File: config.mk
export PLATFORM = sky130hd
export DESIGN_NAME = vga_framebuffer_scanout
export DESIGN_NICKNAME = d
export VERILOG_FILES = /design/src/rtl/vga_framebuffer_scanout.sv
export SDC_FILE = /design/constraint.sdc
export NUM_CORES = 1
export LEC_CHECK = 0
export BUFFER_PORTS_ARGS = -buffer_cell sky130_fd_sc_hd__buf_2
export CAP_MARGIN = 15
export CORE_ASPECT_RATIO = 0.8
export CORE_MARGIN = 2
export CORE_UTILIZATION = 53
export DETAILED_ROUTE_END_ITERATION = 8
export PLACE_DENSITY = 0.79
export SLEW_MARGIN = 0
export SYNTH_ARGS = -nofsm -noshare
export SYNTH_HDL_FRONTEND = slang
export SYNTH_SLANG_ARGS = --single-unit
File: constraint.sdc
create_clock -name clk -period 2.32 [get_ports clk]
set_input_delay 0.464 -clock clk [delete_from_list [all_inputs] [get_ports clk]]
set_output_delay 0.464 -clock clk [all_outputs]
set_load 0.02 [all_outputs]
File: src/rtl/vga_framebuffer_scanout.sv
// VGA 640x480@60 scanout: timing counters, framebuffer read pipeline and sync/blank alignment.
// Sync, blanking and colour reach the pins RD_LATENCY+2 cycles after the counter value.
module vga_framebuffer_scanout #(
  parameter int unsigned H_TOTAL     = 800,
  parameter int unsigned V_TOTAL     = 525,
  parameter int unsigned H_SYNC      = 96,
  parameter int unsigned V_SYNC      = 2,
  parameter int unsigned H_VIS_START = 144,
  parameter int unsigned H_VIS_END   = 783,
  parameter int unsigned V_VIS_START = 35,
  parameter int unsigned V_VIS_END   = 514,
  parameter int unsigned RD_LATENCY  = 2
) (
  input  logic        clk,
  input  logic        rst_n,
  output logic [15:0] horizontal_actual_position,
  output logic [15:0] vertical_actual_position,
  output logic        frame_start,
  output logic [18:0] rd_addr,
  output logic        rd_en,
  input  logic [11:0] rd_data,
  output logic [3:0]  vga_r,
  output logic [3:0]  vga_g,
  output logic [3:0]  vga_b,
  output logic        hsync,
  output logic        vsync
);

  localparam int unsigned D  = RD_LATENCY + 2;
  localparam int unsigned HW = $clog2(H_TOTAL);
  localparam int unsigned VW = $clog2(V_TOTAL);

  localparam logic [HW-1:0] HLast     = HW'(H_TOTAL - 1);
  localparam logic [VW-1:0] VLast     = VW'(V_TOTAL - 1);
  localparam logic [HW-1:0] HSyncEnd  = HW'(H_SYNC);
  localparam logic [VW-1:0] VSyncEnd  = VW'(V_SYNC);
  localparam logic [HW-1:0] HVisStart = HW'(H_VIS_START);
  localparam logic [HW-1:0] HVisEnd   = HW'(H_VIS_END);
  localparam logic [VW-1:0] VVisStart = VW'(V_VIS_START);
  localparam logic [VW-1:0] VVisEnd   = VW'(V_VIS_END);

  logic [HW-1:0] h_q, h_d;
  logic [VW-1:0] v_q, v_d;
  // Linear pixel index tracking v*H_TOTAL+h, avoids a multiplier
  logic [18:0]   lin_q, lin_d;
  logic [18:0]   rd_addr_q, rd_addr_d;
  logic          rd_en_q, rd_en_d;
  logic          frame_start_q, frame_start_d;
  logic [D-1:0]  hs_pipe_q, hs_pipe_d;
  logic [D-1:0]  vs_pipe_q, vs_pipe_d;
  logic [D-1:0]  vis_pipe_q, vis_pipe_d;
  logic [11:0]   rgb_q, rgb_d;

  logic h_wrap, frame_wrap, visible, hs_raw, vs_raw;

  always_comb begin
    h_wrap     = (h_q == HLast);
    frame_wrap = h_wrap && (v_q == VLast);

    h_d = h_wrap ? '0 : h_q + HW'(1);
    v_d = v_q;
    if (h_wrap) begin
      v_d = (v_q == VLast) ? '0 : v_q + VW'(1);
    end
    lin_d = frame_wrap ? '0 : lin_q + 19'd1;

    visible = (h_q >= HVisStart) && (h_q <= HVisEnd) &&
              (v_q >= VVisStart) && (v_q <= VVisEnd);
    hs_raw  = (h_q >= HSyncEnd);
    vs_raw  = (v_q >= VSyncEnd);

    rd_addr_d     = lin_q;
    rd_en_d       = visible;
    frame_start_d = frame_wrap;

    hs_pipe_d  = {hs_pipe_q[D-2:0], hs_raw};
    vs_pipe_d  = {vs_pipe_q[D-2:0], vs_raw};
    vis_pipe_d = {vis_pipe_q[D-2:0], visible};

    // Stage D-2 lines up with rd_data; blanking masks whatever the memory returns
    rgb_d = vis_pipe_q[D-2] ? rd_data : '0;
  end

  always_ff @(posedge clk or negedge rst_n) begin
    if (!rst_n) begin
      h_q           <= '0;
      v_q           <= '0;
      lin_q         <= '0;
      rd_addr_q     <= '0;
      rd_en_q       <= 1'b0;
      frame_start_q <= 1'b0;
      hs_pipe_q     <= '1;
      vs_pipe_q     <= '1;
      vis_pipe_q    <= '0;
      rgb_q         <= '0;
    end else begin
      h_q           <= h_d;
      v_q           <= v_d;
      lin_q         <= lin_d;
      rd_addr_q     <= rd_addr_d;
      rd_en_q       <= rd_en_d;
      frame_start_q <= frame_start_d;
      hs_pipe_q     <= hs_pipe_d;
      vs_pipe_q     <= vs_pipe_d;
      vis_pipe_q    <= vis_pipe_d;
      rgb_q         <= rgb_d;
    end
  end

  assign horizontal_actual_position = 16'(h_q);
  assign vertical_actual_position   = 16'(v_q);
  assign frame_start                = frame_start_q;
  assign rd_addr                    = rd_addr_q;
  assign rd_en                      = rd_en_q;
  assign vga_r                      = rgb_q[11:8];
  assign vga_g                      = rgb_q[7:4];
  assign vga_b                      = rgb_q[3:0];
  assign hsync                      = hs_pipe_q[D-1];
  assign vsync                      = vs_pipe_q[D-1];

endmodule

==> results by group, run 1 <==
Yosys
  – Synth Area in XOR/XNOR: 6.634%
  – Multiplexer area fraction after synthesis: 0.6444%
  – Sequential fraction of the synthesis area: 62.47%
  – Ys async rst share: 100.0%
  – Synth Register Bits: 82
  – Largest family of logic cells by synthesized area: simple AND/OR/NAND/NOR gates
  – Netlist cell types: 39
  – Post-Syn Area per Cell: 11.79 um2
  – Netlist Area Pre-Place: 0.003301 mm2
  – Synthesis Warnings: 0
  – Post-synth EDFFs: 0
  – Post-Synth Simple-Gate Area: 18.54%
  – Post-Synth Adder-Cell Area: 2.274%
  – Gate Count Post-Synth: 280
  – Post-synthesis compound-gate area fraction: 4.094%
  – Synth Flop Type: dfrtp_1

Detailed routing
  – Drt wl/cell: 12.88 um
  – DRC errors left: 0
  – Vias/cell: 4.975
  – DRT Pass-1 Iters: 4
  – Antenna Nets Post-Route: 0
  – Drt total wl: 5654 um
  – 1st-iter DRT viols: 102
  – Via count: 2184

Timing
  – Final Hold Viols: 0
  – Worst hold slack: 82.95 ps
  – Final Skew: 6.751 ps
  – Slew headroom: 64.00%
  – Post-route minimum period: 1867 ps
  – Final Max Tran Viols: 0
  – RSZ-0062 raised after global routing: no
  – Fmax: 535.7 MHz
  – Final period utilization: 80.46%
  – Post-route setup slack: 453.4 ps
  – # setup viols final: 0
  – Worst-margin pin slew: 535.5 ps
  – Sum Neg Setup Slack: 0 ps

Global route
  – Overall global routing resource usage: 18.57%
  – Largest net degree at the start of global routing: 45
  – Vias in the first global route: 2026
  – Initial antenna violation count: 0
  – First-pass GRT wire length: 9680 um
  – GRT overflow: 0

Die
  – Core area: 0.005974 mm2
  – Die X: 92.23 um
  – I/O pin total: 81
  – Row count: 25
  – Die area: 0.006879 mm2
  – Initial core utilization: 55.25%
  – Die height: 74.59 um

Worst setup path
  – Crit path required time: 2600 ps
  – CP arrival: 2140 ps
  – CP max-delay cell: or4_1
  – Worst reg2reg path depth: 5
  – CP Capture Type: flip-flop
  – Crit Path Class: reg2reg
  – Worst path cell trace: ha_1 > and4_1 > nand3_2 > or4_1 > a21oi_1
  – CP peak stage delay: 530 ps
  – Worst-path fanout max: 6
  – R2r setup slk: 450 ps
  – Crit start category: flip-flop

Clock network
  – Setup Buffers After CTS: 0
  – Clock Tree Buf Depth: 2
  – Reg clk slew, reported paths: 80 ps
  – H-tree depth: 3
  – Root Driver: clkbuf_8
  – Clock sinks: 82
  – Post-CTS Resized: 0
  – CTS buffer count: 9
  – CTS tree: done
  – CTS Hold Bufs: 0
  – Worst skew pair latency: 350 ps

Finish
  – # diodes: 0
  – Number of fillers in the final layout: 473
  – Area Growth Syn to Fin: 16.94%
  – Finished Cell Area: 0.003860 mm2
  – Layout cells sized above 1: 28.21%
  – Fin nets: 373

Placed design
  – Placed Instance Area: 0.003681 mm2
  – Placer Congestion: 0.8541
  – Post-Place Setup Slack: 475.4 ps
  – IO buf count: 68
  – Hpwl dp: 3881 um

Pwr
  – Peak supply drop: 286.8 uV
  – Power consumption: 2412 uW
  – Pwr Density: 624.9 mW/mm2
  – Leakage power: 0.001966 uW

Job
  – Total of max-cap violations: 0

Outcome
  – Status: finished clean

Min path
  – Worst Hold Class: in2async
==> routing by layer <==
layer  routed length [um]  track usage [%]  up-vias
met5                    0                0        -
met4                   68            5.473        0
met3                  398            7.497        8
met2                 2409            27.94       74
met1                 2778            25.32     1037
li1                     -                -     1065
==> through the flow <==
stage	instances	utilization, %
after floorplan	291	-
after global placement	423	61.61
after detailed placement	423	61.61
after CTS	439	64.61
after global routing	439	64.61
final	439	64.61
==> power by group <==
| part | switching (uW) | total (uW) | internal (uW) | leakage [uW] |
|---|---|---|---|---|
| clock network | 526 | 927 | 401 | 0.0000810 |
| registers | 0 | 1430 | 1430 | 0.00108 |
| logic | 46.0 | 56.2 | 10.2 | 0.000807 |
| total | 572 | 2410 | 1840 | 0.00197 |
==> layout make-up <==
| class | instances | area (um2) | area share [%] |
|---|---|---|---|
| Sequential cell | 82 | 2062 | 53.42 |
| Multi-Input combinational cell | 179 | 1107 | 28.69 |
| Timing Repair Buffer | 73 | 380.4 | 9.854 |
| Clock buffer | 10 | 127.6 | 3.306 |
| Tap cell | 81 | 101.3 | 2.626 |
| Clock inverter | 6 | 51.30 | 1.329 |
| Inverter | 8 | 30.03 | 0.7780 |
==> final timing paths <==
path / to / start
worst min register to register: vis_pipe_q[2]$_DFF_PN0_ / vis_pipe_q[1]$_DFF_PN0_
worst max-delay path: v_q[9]$_DFFE_PN0N_ / h_q[0]$_DFF_PN0_
worst min-delay path: rgb_q[6]$_DFF_PN0_ / rst_n
max in group asynchronous: lin_q[17]$_DFF_PN0_ / rst_n
min in group clk: rgb_q[5]$_DFF_PN0_ / rd_data[5]
worst max register to register: v_q[9]$_DFFE_PN0N_ / h_q[0]$_DFF_PN0_
==> critical path, delay by kind of cell (launching register included) <==
kind / cells / cell delay, ps
fa+ha+maj: 1 / 220
compound gates: 1 / 160
simple gates: 3 / 970
flops: 1 / 440
==> placed cells by master, fill, tap and decap left out, types with 2 or more instances in the layout <==
cell / instances
dfrtp_1: 74
and3_1: 4
and2_1: 14
dfstp_2: 8
buf_4: 6
and4_1: 4
nand3_2: 2
a21oi_1: 7
buf_2: 67
nand3_1: 17
nand2_1: 12
clkbuf_8: 9
o31ai_1: 3
nand2b_1: 2
o21ai_0: 4
or4_1: 2
xor2_1: 5
inv_1: 8
nor3_1: 7
nor4_1: 7
xnor2_1: 20
conb_1: 12
nor2_1: 32
nand4_1: 5
o22ai_1: 2
clkinvlp_4: 3
ha_1: 6
==> cells in the mapped netlist (3+ instances only) <==
master     n  area share, %
and2_1    14            2.7
o31ai_1    3           0.68
dfstp_2    8            6.4
nor2_1    32            3.6
o21ai_0    4           0.61
nor4_1     7            1.3
xor2_1     5            1.3
and3_1     4           0.76
buf_4     12            2.7
nand3_1   17            2.6
nand4_1    5           0.95
dfrtp_1   74             56
nand2_1   12            1.4
xnor2_1   20            5.3
and4_1     4            1.1
a21oi_1    7            1.1
inv_1      8           0.91
buf_2      6           0.91
clkbuf_1   3           0.34
ha_1       6            2.3
nor3_1     7            1.1
==> registers in the layout, summed over array words and instances (netlist names) <==
name and flops:
frame_start 1, h_q 10, hs_pipe_q 4, lin_q 19, rd_addr 19, rgb_q 12, v_q 10, vis_pipe_q 3
vs_pipe_q 4
==> cell families after synthesis <==
| group | Yosys count |
|---|---|
| DFF | 82 |
| other | 1 |
| adders and majority gates | 6 |
| and+or+nand+nor | 113 |
| muxes | 2 |
| AOI/OAI and AO/OA | 21 |
| buffers and inverters | 30 |
| xor gates and xnor gates | 25 |
(Power assumes the default switching activity.)
==> run 2, diff against run 1 <==
--- a/config.mk
+++ b/config.mk
@@ -9,9 +9,9 @@
 export CAP_MARGIN = 15
 export CORE_ASPECT_RATIO = 0.8
 export CORE_MARGIN = 2
-export CORE_UTILIZATION = 53
+export CORE_UTILIZATION = 47
 export DETAILED_ROUTE_END_ITERATION = 8
-export PLACE_DENSITY = 0.79
+export PLACE_DENSITY = 0.74
 export SLEW_MARGIN = 0
 export SYNTH_ARGS = -nofsm -noshare
 export SYNTH_HDL_FRONTEND = slang
==> constraint.sdc (replaced) <==
create_clock -name clk -period 1.6 [get_ports clk]
set_input_delay 0.32 -clock clk [delete_from_list [all_inputs] [get_ports clk]]
set_output_delay 0.32 -clock clk [all_outputs]
set_load 0.02 [all_outputs]
==> run 2 against run 1 <==
Effect of this change: the flow now finishes with violations (setup timing); sequential cell count unchanged; global-route usage increased by 0.51 points; fmax increased by 14%; design area increased by 14%; power increased by 45%; clock power increased by 45%; hold slack improved by 93 ps; worst setup slack got worse by 490 ps; sequential share of layout area decreased by 6.3 points; count of clock-buffer cells in the layout unchanged; critical path type unchanged; critical endpoint unchanged.
==> results by group, run 2 (same netlist as run 1, synthesis figures left out) <==
Global route
  – Largest net degree at the start of global routing: 33 (-27%)
  – Busiest layer in global routing: met2
  – Overall global routing resource usage: 19.08% (+0.51 points)
  – Routing usage on met2: 30.14% (+2.2 points)
  – GRT overflow: 0 (unchanged)
  – Routing usage on met1: 25.07% (-0.25 points)
  – First-pass GRT wire length: 11470 um (+18%)
  – Met3 Resource Use GR: 7.130% (-0.37 points)
  – Vias in the first global route: 2433 (+20%)
  – Initial antenna violation count: 0 (unchanged)

Pwr
  – P_sw: 830.8 uW (+45%)
  – Comb pwr share: 2.6% (+0.3 points)
  – Pwr Density: 797.0 mW/mm2 (+28%)
  – Int Power: 2672 uW (+45%)
  – Clk network pwr share: 38.3% (about the same)
  – Leakage power: 0.002287 uW (+16%)
  – Peak supply drop: 401.7 uV (+40%)
  – Net switching fraction of the power: 23.72% (about the same)
  – Sequential share of power: 59.1% (about the same)

Detailed routing
  – Drt wl/cell: 14.35 um (+11%)
  – Antenna Nets Post-Route: 0 (unchanged)
  – 1st-iter DRT viols: 100 (-2.0%)
  – Vias/cell: 5.031 (+1.1%)
  – Via count: 2465 (+13%)
  – DRT Pass-1 Iters: 4 (unchanged)
  – Drt total wl: 7033 um (+24%)
  – DRC errors left: 0 (unchanged)

Placed design
  – Dpl cells: 470 (+11%)
  – IO buf count: 68 (unchanged)
  – Placer Congestion: 0.8856 (+3.7%)
  – Hpwl dp: 4886 um (+26%)

Timing
  – Final Hold Viols: 0 (unchanged)
  – # setup viols final: 4 (+4)
  – Final Max Tran Viols: 0 (unchanged)
  – Post-route setup slack: -35.81 ps (-489.2 ps)
  – Fmax: 611.3 MHz (+14%)
  – Sum Neg Setup Slack: -46.07 ps (-46.07 ps)
  – Post-route minimum period: 1636 ps (-230.8 ps)
  – Final Skew: 9.702 ps (+2.952 ps)
  – Final period utilization: 102.2% (+22 points)
  – RSZ-0062 raised after global routing: yes

Die
  – Die area: 0.007713 mm2 (+12%)
  – Die X: 97.69 um (+5.9%)
  – Die height: 78.96 um (+5.9%)
  – Core area: 0.006858 mm2 (+15%)
  – Initial core utilization: 48.13% (-7.1 points)
  – I/O pin total: 81 (unchanged)
  – Row count: 27 (+8.0%)

Finish
  – Multi-input logic area: 0.001265 mm2 (+14%)
  – Fin nets: 418 (+12%)
  – Area Growth Syn to Fin: 33.17%
  – Finished Core Util: 64.09% (-0.51 points)
  – Most frequent cells in the layout: dfrtp_1, buf_2, buf_4, nor2_1, xnor2_1
  – Layout cells sized above 1: 42.43% (+14 points)
  – Commonest non-fill, non-tap cell in the layout: dfrtp_1
  – Number of fillers in the final layout: 537 (+14%)
  – # diodes: 0 (unchanged)
  – Non-Filler Instances: 490 (+12%)
  – Sequential cell area: 0.002069 mm2 (+0.36%)

Clock network
  – Worst skew pair latency: 350 ps (about the same)
  – Clock sinks: 82 (unchanged)
  – Clock Tree Buf Depth: 2 (unchanged)
  – Reg clk slew, reported paths: 80 ps (about the same)
  – CTS tree: done
  – H-tree depth: 3 (unchanged)
  – CTS buffer count: 9 (unchanged)
  – Root Driver: clkbuf_8

Worst setup path
  – Crit Reg-Reg Startpoint: h_q[5]$_DFF_PN0_
  – Top cell family by delay on the critical path: simple AND/OR/NAND/NOR gates
  – Crit Path Class: reg2reg
  – CP Capture Type: flip-flop
  – CP Launch Point: h_q[5]$_DFF_PN0_
  – Crit path required time: 1840 ps (-760 ps)
  – Crit start category: flip-flop
  – WP buf/inv: 1 (+1)
  – Worst path cell trace: nor4b_4 > nand3_4 > buf_4 > o31ai_2 > a21oi_2
  – Worst-path fanout max: 5 (-1)
  – CP arrival: 1870 ps (-270 ps)
  – CP peak stage delay: 430 ps (-100 ps)
  – CP max-delay cell: dfrtp_2

Outcome
  – Failing checks: setup timing
  – Status: complete, but fails checks

Min path
  – Worst Hold Class: in2reg
  – Hold path start: rd_data[10]

Job
  – Total of max-cap violations: 0 (unchanged)
==> run 2: per-stage QoR <==
step           worst slack (ps)  total power (uW)  hold WS (ps)  instance area [um2]
4_1_cts                   1.091              3561         154.8                 4234
3_5_place_dp              4.597              2203         280.1                 4041
5_1_grt                  -87.29              3682         151.7                 4395
2_1_floorplan            -36.76              2159         24.41                 3376
6_report                 -35.81              3503         176.2                 4395
3_3_place_gp              73.50              2202         279.7                 4041
==> run 2: layer usage <==
metal | up-vias | share of wire (%)
met3 | 6 | 5.7
met5 | - | 0
met4 | 0 | 0.70
li1 | 1163 | -
met2 | 76 | 49
met1 | 1220 | 45
==> run 2: power groups by stage <==
stage | sequential (uW) | combinational (uW) | clock [uW]
floorplan | 2110 | 46.9 | 0
global placement | 2110 | 89.9 | 0
detailed placement | 2110 | 91.2 | 0
CTS | 2070 | 93.1 | 1400
global route | 2070 | 104 | 1510
finish | 2070 | 90.4 | 1340
==> run 2: timing repair <==
item,CTS,global route
buffers inserted,0,3
endpoints found under the setup margin,1,28
resized for setup,1,23
pin swaps,0,6
hold buffers,1,0
hold endpoints to repair,21,0
==> run 2: final timing paths <==
path	to	slack [ps]	cells after the start
min in group asynchronous	rd_addr[11]$_DFF_PN0_	440	2
worst max register to register	v_q[9]$_DFFE_PN0N_	-40	5
max in group asynchronous	h_q[6]$_DFF_PN0_	600	3
worst min register to register	vis_pipe_q[2]$_DFF_PN0_	350	0
worst min-delay path	rgb_q[10]$_DFF_PN0_	180	2
worst max-delay path	v_q[9]$_DFFE_PN0N_	-40	5
==> run 2: worst reg2reg max path, stage by stage, from the launching register on <==
cell and delay [ps]:
dfrtp_2 430, nor4b_4 400, nand3_4 150, buf_4 180, o31ai_2 280, a21oi_2 90
==> run 2: cell type report <==
cell class,instances,area share (%)
flip-flops and latches,82,47.08
multi-input cells,179,28.78
repair buffers,118,16.97
clock buffers,10,2.903
well taps,87,2.477
clock inverters,6,1.110
inverters,8,0.6832
